`src/rtl/pll_phase_ctrl.sv`:
```
// Dynamic phase-shift sequencer for the ECP5 EHXPLLL: setup / step pulses / gaps, then waits for LOCK.
// Optional PHASELOADREG pulse after stepping is enabled with `define PLL_PHASE_LOADREG_EN.
module pll_phase_ctrl #(
  parameter int SETUP_CYC    = 4,
  parameter int PULSE_CYC    = 4,
  parameter int GAP_CYC      = 8,
  parameter int LOCK_TIMEOUT = 1024
) (
  input  logic       clk,
  input  logic       reset_n,
  input  logic       req_valid,
  output logic       req_ready,
  input  logic [1:0] req_sel,
  input  logic       req_dir,
  input  logic [7:0] req_steps,
  output logic       busy,
  output logic       done,
  output logic       err,
  input  logic       pll_lock,
  output logic [1:0] PHASESEL,
  output logic       PHASEDIR,
  output logic       PHASESTEP,
  output logic       PHASELOADREG,
  output logic [2:0] dbg_state_o
);

  localparam int MAX_AB = (SETUP_CYC > PULSE_CYC) ? SETUP_CYC : PULSE_CYC;
  localparam int MAX_CD = (GAP_CYC > LOCK_TIMEOUT) ? GAP_CYC : LOCK_TIMEOUT;
  localparam int MAX_P  = (MAX_AB > MAX_CD) ? MAX_AB : MAX_CD;
  localparam int CW     = (MAX_P > 1) ? $clog2(MAX_P) : 1;

  localparam logic [CW-1:0] SETUP_LAST   = CW'(SETUP_CYC - 1);
  localparam logic [CW-1:0] PULSE_LAST   = CW'(PULSE_CYC - 1);
  localparam logic [CW-1:0] GAP_LAST     = CW'(GAP_CYC - 1);
  localparam logic [CW-1:0] TIMEOUT_LAST = CW'(LOCK_TIMEOUT - 1);

  typedef enum logic [2:0] {
    S_IDLE      = 3'd0,
    S_SETUP     = 3'd1,
    S_PULSE     = 3'd2,
    S_GAP       = 3'd3,
`ifdef PLL_PHASE_LOADREG_EN
    S_LOAD      = 3'd5,
`endif
    S_WAIT_LOCK = 3'd4
  } state_t;

  state_t          state_q;
  logic [CW-1:0]   cnt_q;
  logic [7:0]      steps_q;
  logic [1:0]      sel_q;
  logic            dir_q;
  logic            ready_q;
  logic            busy_q;
  logic            done_q;
  logic            err_q;
  logic            step_q;
  logic [1:0]      sync_q;
  logic            accept;
  logic            lock_sync;

  assign accept    = req_valid && ready_q;
  assign lock_sync = sync_q[1];

  // Two-flop synchronizer: LOCK comes straight from the PLL, unrelated to clk.
  always_ff @(posedge clk or negedge reset_n) begin
    if (!reset_n) sync_q <= 2'b00;
    else          sync_q <= {sync_q[0], pll_lock};
  end

`ifdef PLL_PHASE_LOADREG_EN
  logic loadreg_q;
  logic load_ph_q;
  assign PHASELOADREG = loadreg_q;
`else
  assign PHASELOADREG = 1'b1;
`endif

  always_ff @(posedge clk or negedge reset_n) begin
    if (!reset_n) begin
      state_q   <= S_IDLE;
      cnt_q     <= '0;
      steps_q   <= 8'd0;
      sel_q     <= 2'd0;
      dir_q     <= 1'b0;
      ready_q   <= 1'b0;
      busy_q    <= 1'b0;
      done_q    <= 1'b0;
      err_q     <= 1'b0;
      step_q    <= 1'b1;
`ifdef PLL_PHASE_LOADREG_EN
      loadreg_q <= 1'b1;
      load_ph_q <= 1'b0;
`endif
    end else begin
      done_q <= 1'b0;
      case (state_q)
        S_IDLE: begin
          ready_q <= 1'b1;
          if (accept) begin
            sel_q   <= req_sel;
            dir_q   <= req_dir;
            steps_q <= req_steps;
            err_q   <= 1'b0;
            cnt_q   <= '0;
            ready_q <= 1'b0;
            busy_q  <= 1'b1;
            if (req_steps != 8'd0) begin
              state_q <= S_SETUP;
            end else begin
`ifdef PLL_PHASE_LOADREG_EN
              state_q   <= S_LOAD;
              loadreg_q <= 1'b0;
              load_ph_q <= 1'b0;
`else
              state_q <= S_WAIT_LOCK;
`endif
            end
          end
        end
        S_SETUP: begin
          if (cnt_q == SETUP_LAST) begin
            cnt_q   <= '0;
            step_q  <= 1'b0;
            state_q <= S_PULSE;
          end else begin
            cnt_q <= cnt_q + 1'b1;
          end
        end
        S_PULSE: begin
          if (cnt_q == PULSE_LAST) begin
            cnt_q   <= '0;
            step_q  <= 1'b1;
            state_q <= S_GAP;
          end else begin
            cnt_q <= cnt_q + 1'b1;
          end
        end
        S_GAP: begin
          if (cnt_q == GAP_LAST) begin
            cnt_q   <= '0;
            steps_q <= steps_q - 8'd1;
            if (steps_q != 8'd1) begin
              step_q  <= 1'b0;
              state_q <= S_PULSE;
            end else begin
`ifdef PLL_PHASE_LOADREG_EN
              state_q   <= S_LOAD;
              loadreg_q <= 1'b0;
              load_ph_q <= 1'b0;
`else
              state_q <= S_WAIT_LOCK;
`endif
            end
          end else begin
            cnt_q <= cnt_q + 1'b1;
          end
        end
`ifdef PLL_PHASE_LOADREG_EN
        // Low phase of PULSE_CYC, then high recovery of GAP_CYC before waiting on lock.
        S_LOAD: begin
          if (!load_ph_q) begin
            if (cnt_q == PULSE_LAST) begin
              cnt_q     <= '0;
              loadreg_q <= 1'b1;
              load_ph_q <= 1'b1;
            end else begin
              cnt_q <= cnt_q + 1'b1;
            end
          end else if (cnt_q == GAP_LAST) begin
            cnt_q     <= '0;
            load_ph_q <= 1'b0;
            state_q   <= S_WAIT_LOCK;
          end else begin
            cnt_q <= cnt_q + 1'b1;
          end
        end
`endif
        S_WAIT_LOCK: begin
          if (lock_sync) begin
            done_q  <= 1'b1;
            busy_q  <= 1'b0;
            state_q <= S_IDLE;
          end else if (cnt_q == TIMEOUT_LAST) begin
            err_q   <= 1'b1;
            done_q  <= 1'b1;
            busy_q  <= 1'b0;
            state_q <= S_IDLE;
          end else begin
            cnt_q <= cnt_q + 1'b1;
          end
        end
        default: begin
          state_q <= S_IDLE;
          busy_q  <= 1'b0;
          ready_q <= 1'b0;
          step_q  <= 1'b1;
        end
      endcase
    end
  end

  assign req_ready   = ready_q;
  assign busy        = busy_q;
  assign done        = done_q;
  assign err         = err_q;
  assign PHASESEL    = sel_q;
  assign PHASEDIR    = dir_q;
  assign PHASESTEP   = step_q;
  assign dbg_state_o = state_q;

endmodule

```
`config.mk`:
```
export PLATFORM = sky130hd
export DESIGN_NAME = pll_phase_ctrl
export DESIGN_NICKNAME = d
export VERILOG_FILES = /design/src/rtl/pll_phase_ctrl.sv
export SDC_FILE = /design/constraint.sdc
export NUM_CORES = 1
export LEC_CHECK = 0
export ABC_CLOCK_PERIOD_IN_PS = 1950
export CAP_MARGIN = 5
export CORE_MARGIN = 2
export CORE_UTILIZATION = 56
export CTS_BUF_LIST = sky130_fd_sc_hd__clkbuf_4 sky130_fd_sc_hd__clkbuf_8
export CTS_CLUSTER_DIAMETER = 50
export DETAILED_ROUTE_END_ITERATION = 10
export GPL_ROUTABILITY_DRIVEN = 0
export PLACE_DENSITY = 0.82
export SETUP_SLACK_MARGIN = 0.02
export SLEW_MARGIN = 15
export SYNTH_ARGS = -nofsm -noshare
export SYNTH_HDL_FRONTEND = slang
export SYNTH_SLANG_ARGS = --single-unit
```
`constraint.sdc`:
```
create_clock -name clk -period 1.95 [get_ports clk]
set_input_delay 0.39 -clock clk [delete_from_list [all_inputs] [get_ports clk]]
set_output_delay 0.39 -clock clk [all_outputs]
set_load 0.005 [all_outputs]
```
[Word-level counts from Yosys, hierarchy flattened]
Index checks and enable logic that the tools add are counted.
Cells by class
  add/sub/neg operators: 2
  multiplexer cells: 36
  equality and inequality tests: 17
  bitwise operators: 2
  reductions and logical operators: 17
Operators with widths (count)
  10-bit two-way mux: 5
  10-bit one-hot mux with 4 select lines: 1
  3-bit two-way mux: 8
  8-bit two-way mux: 2
  2-bit inequality test, second input constant: 8
  8-bit one-hot mux with 2 select lines: 1
  3-bit one-hot mux with 5 select lines: 1
  1-bit two-way mux: 14
  10-bit by 1-bit adder with 10-bit output, second input constant: 1
  10-bit equality test, second input constant: 1
  10-bit by 2-bit equality test with 1-bit output, second input constant: 1
  10-bit by 3-bit equality test with 1-bit output, second input constant: 1
  5-bit AND reduction: 2
  8-bit by 1-bit inequality test with 1-bit output, second input constant: 1
  4-bit AND reduction: 2
  8-bit nonzero test: 1
  8-bit by 1-bit subtractor with 8-bit output, second input constant: 1
  3-bit by 2-bit equality test with 1-bit output, second input constant: 2
  3-bit AND reduction: 2
  1-bit one-hot mux with 2 select lines: 2
  1-bit one-hot mux with 4 select lines: 1
  2-bit nonzero test: 2
  4-bit nonzero test: 1
  2-bit OR reduction: 2
  other kinds (10): 11
Storage, ports and cells
  bits in registers: 31
  logic and storage cells: 85
  input port bits: 15

[Logic depth before layout (Yosys ltp)]
  word-level depth: 4
  gate-level depth with buffers: 8
  gate-level depth less buffers: 7

[Least setup slack after synthesis]
Ideal clock, no wire load.
  kind: reg2reg
  start point: register cnt_q[0]
  end point: register cnt_q[0]
  clock period less this slack: 1.754 ns
  data required time: 1.825 ns
  stages on the path, launching flop included: 8
  setup slack: 0.196 ns
  path buffers: 1
  arrival: 1.629 ns
  library setup time: 0.125 ns
  cell sequence: dfrtp_1 > ha_1 > nor4b_4 > nand2_1 > o211ai_2 > buf_6 > nor2_2 > mux2_2
Between the ends
  cells in the longest elaborated chain, start to end: 4
RTL lines
  start: declaration: line 49  | logic [CW-1:0] cnt_q;
  start signal: assignment: line 127  | cnt_q <= cnt_q + 1'b1;
  start signal: assignment: line 136  | cnt_q <= cnt_q + 1'b1;
  start signal: assignment: line 156  | cnt_q <= cnt_q + 1'b1;
  10-bit by 1-bit adder with 10-bit output
  10-bit two-way mux: line 184  | end else if (cnt_q == TIMEOUT_LAST) begin
  10-bit two-way mux: line 180  | if (lock_sync) begin
  10-bit one-hot mux with 4 select lines: line 97  | case (state_q)
Several ways; a longest one is shown, not always the timed one. The select of a mux whose other input is x is not followed.
A chain may end at the register's enable or synchronous reset.

[Worst setup path in the final report]
  start point: register cnt_q[1]
  end point: register cnt_q[0]
Between the ends
  cells in the longest elaborated chain, start to end: 3
RTL lines
  10-bit by 3-bit equality test with 1-bit output, or another cell as far along: line 140  | if (cnt_q == GAP_LAST) begin
  10-bit two-way mux, or another cell as far along: line 140
  10-bit one-hot mux with 4 select lines or 4-bit AND reduction (tied branches)
Several ways; a longest one is shown, not always the timed one.

==> summary.txt <==
Detailed routing
  • Via count: 1856
  • Final WL: 5160 µm
  • 1st-pass router iterations: 5
  • Initial DRC Count: 93
  • Routed WL per cell: 17.3 µm
  • Number of remaining DRC errors: 0
  • Final ANT Viol Nets: 0
  • Vias/cell: 6.21

Run status
  • Outcome: completed

Timing
  • Min Tclk post-route: 1850 ps
  • Fin crit share: 0.947
  • Pins Over Slew Limit: 0
  • Finish-stage setup viols: 0
  • Max Clock Freq: 0.542 GHz
  • RSZ-0062 raised after global routing: true
  • Hold Vio Cnt, Final: 0
  • Clock Skews: 18.1 ps

CTS
  • CTS root buf: clkbuf_4
  • H-tree levels: 2
  • Num CTS Buffers: 5
  • CTS tree: built
  • Clock sink count: 31
  • Worst-Skew Late Latency: 340 ps
  • CTS clk-pin slew, worst paths: 100 ps
  • Clk buf depth: 2

Synthesis
  • Syn Area/Cell: 9.16 µm²
  • Post-Syn Instances: 207
  • Share of the synthesized area in the top cell type: 0.396
  • Synth async-reset ratio: 1.00
  • Synthesized Nets: 225
  • Flip-flop and latch count after synthesis: 31
  • Synth area leaders: dfrtp_1 40%, nor2_1 5.7%, a21oi_1 3.7%, o21ai_0 2.9%, mux2_2 2.4%
  • Synth top cells by count: 30 x dfrtp_1, 29 x nor2_1, 14 x a21oi_1, 11 x nand2_1, 11 x o21ai_0
  • Distinct cell type count after synthesis: 57
  • Most used DFF post-synth: dfrtp_1
  • Yosys Warn Count: 0
  • Most common cell in the synthesized netlist: dfrtp_1
  • Largest area contributor in the netlist: dfrtp_1
  • Part of the Yosys area used for sequential elements: 0.410
  • Synthesized area: 1900 µm²
  • Post-synth EDFFs: 0

Global routing
  • Global-route wire length before repair: 8470 µm
  • Met1 Use GR: 0.301
  • GR Util met2: 0.486
  • Vias in the first global route: 1933
  • Met3 GRT Util: 0.0489
  • Initial antenna violation count: 0
  • Busiest grt layer: met2
  • Largest net degree at the start of global routing: 32
  • Total global routing overflow: 0
  • Gr usage total: 0.276

Cells and area
  • # nets final: 270
  • Synth-to-layout area growth: 28.5%
  • Antenna fix cells: 0
  • Core Util, Final: 0.742
  • # fillers: 248
  • Ratio of cells with drive above 1 in the final layout: 0.221

Critical path
  • Slowest CP cell: dfrtp_1
  • Max FO, Critical Path: 13
  • Max stage delay on crit path: 440 ps
  • CP Class: reg -> reg
  • CP cell instances: ha_4 -> nor4b_4 -> nand2_1 -> o211ai_2 -> buf_12 -> nor2_2 -> mux2_2
  • Setup crit end kind: register
  • Worst EP required: 2170 ps
  • Startpoint types: register
  • WP data arrival: 2060 ps

Power
  • Pwr/cell area: 1410 nW/µm²
  • Worst VDD drop: 0.00115 V
  • Power consumption: 3.43 mW
  • Static Leak: 1.01 nW

Floorplan
  • Die X: 62.2 µm
  • Area of the core: 3280 µm²
  • Top-Level Pins: 27
  • Die ar.: 3870 µm²
  • DIE HEIGHT: 62.2 µm
  • Initial Util: 0.578
  • Row count: 21

Placed design
  • PortBufs: 25
  • DP Wirelength: 3550 µm

Worst hold path
  • Min-delay worst type: reg -> reg

Job
  • Max-cap violations: 0
where the power goes:
group	leakage, nW	switching [mW]	internal (mW)
Combinational	0.600	0.908	0.930
Clock	0.0361	0.228	0.168
Sequential	0.378	0.326	0.865
Total	1.01	1.46	1.96
worst max-delay path, delay by kind of cell, from the launching register on:
family	cells	cell delay (ps)
flip-flops	1	440
multiplexers	1	260
AO/OA/AOI/OAI	1	220
adder cells (fa/ha/maj)	1	190
buffers and inverters	1	170
AND/OR/NAND/NOR	3	470
sequential cells by signal, summed over array words and instances (netlist names):
signal,flops
cnt_q,10
steps_q,8
dbg_state_o,3
PHASESEL,2
sync_q,2
PHASEDIR,1
PHASESTEP,1
busy,1
done,1
err,1
req_ready,1
repair_timing:
item,in CTS,in global routing
pin swaps,0,5
gates cloned,0,0
gates resized for setup,4,10
buffers inserted,1,4
endpoints found under the setup margin,7,17
hold buffers,0,0
layout make-up:
class,instances,area [µm²],share of cell area
Sequential cell,31,781,0.320
Clock inverter,1,5.00,0.00205
Multi-Input combinational cell,160,1070,0.438
Tap cell,46,57.6,0.0236
Inverter,5,18.8,0.00770
Clock buffer,7,52.6,0.0216
Timing Repair Buffer,49,455,0.187
cell families (layout without fill, tap and decap cells):
family,after synthesis,after routing,share of synthesized area
and+or+nand+nor,82,82,0.241
AOI/OAI and AO/OA,68,68,0.250
DFF,31,31,0.410
buffers and inverters,16,62,0.0435
muxes,5,5,0.0290
adders and majority gates,3,3,0.0198
other,1,1,0.00198
xor gates and xnor gates,1,1,0.00462
path summary, 6_finish.rpt:
path	cells past startpoint	from	slack, ps	endpoint
min in group asynchronous	2	reset_n	430	cnt_q[4]
max in group asynchronous	2	reset_n	1180	PHASESTEP
worst min-delay path	0	sync_q[0]	360	sync_q[1]
worst min register to register	0	sync_q[0]	360	sync_q[1]
worst max register to register	7	cnt_q[1]	100	cnt_q[0]
worst max-delay path	7	cnt_q[1]	100	cnt_q[0]
cell usage in the layout (no fill, tap or decap), types with 5 or more instances in the layout:
| cell type | instances |
|---|---|
| a21oi_1 | 13 |
| a31oi_1 | 6 |
| and3_1 | 6 |
| buf_4 | 22 |
| clkbuf_4 | 7 |
| clkdlybuf4s50_1 | 25 |
| dfrtp_1 | 27 |
| inv_1 | 5 |
| nand2_1 | 11 |
| nor2_1 | 29 |
| o21ai_0 | 7 |
| o21ai_1 | 10 |
metal layers:
metal,up-vias,share of wire
met5,-,0
met4,0,0.037
met3,19,0.042
met2,69,0.53
met1,909,0.39
li1,859,-
per-stage QoR:
step           instance area, µm²  cells  setup TNS [ps]  hold WS [ps]  setup WS [ps]
3_5_place_dp                 2300    286            -952           335           -144
3_3_place_gp                 2300    286            -362           333          -92.9
6_report                     2440    299               0           357            104
2_1_floorplan                1900    207               0          94.4            196
5_1_grt                      2440    299           -13.2           396          -7.79
4_1_cts                      2370    295               0           358           12.3
Note: power is estimated with default switching activity, not from simulation.
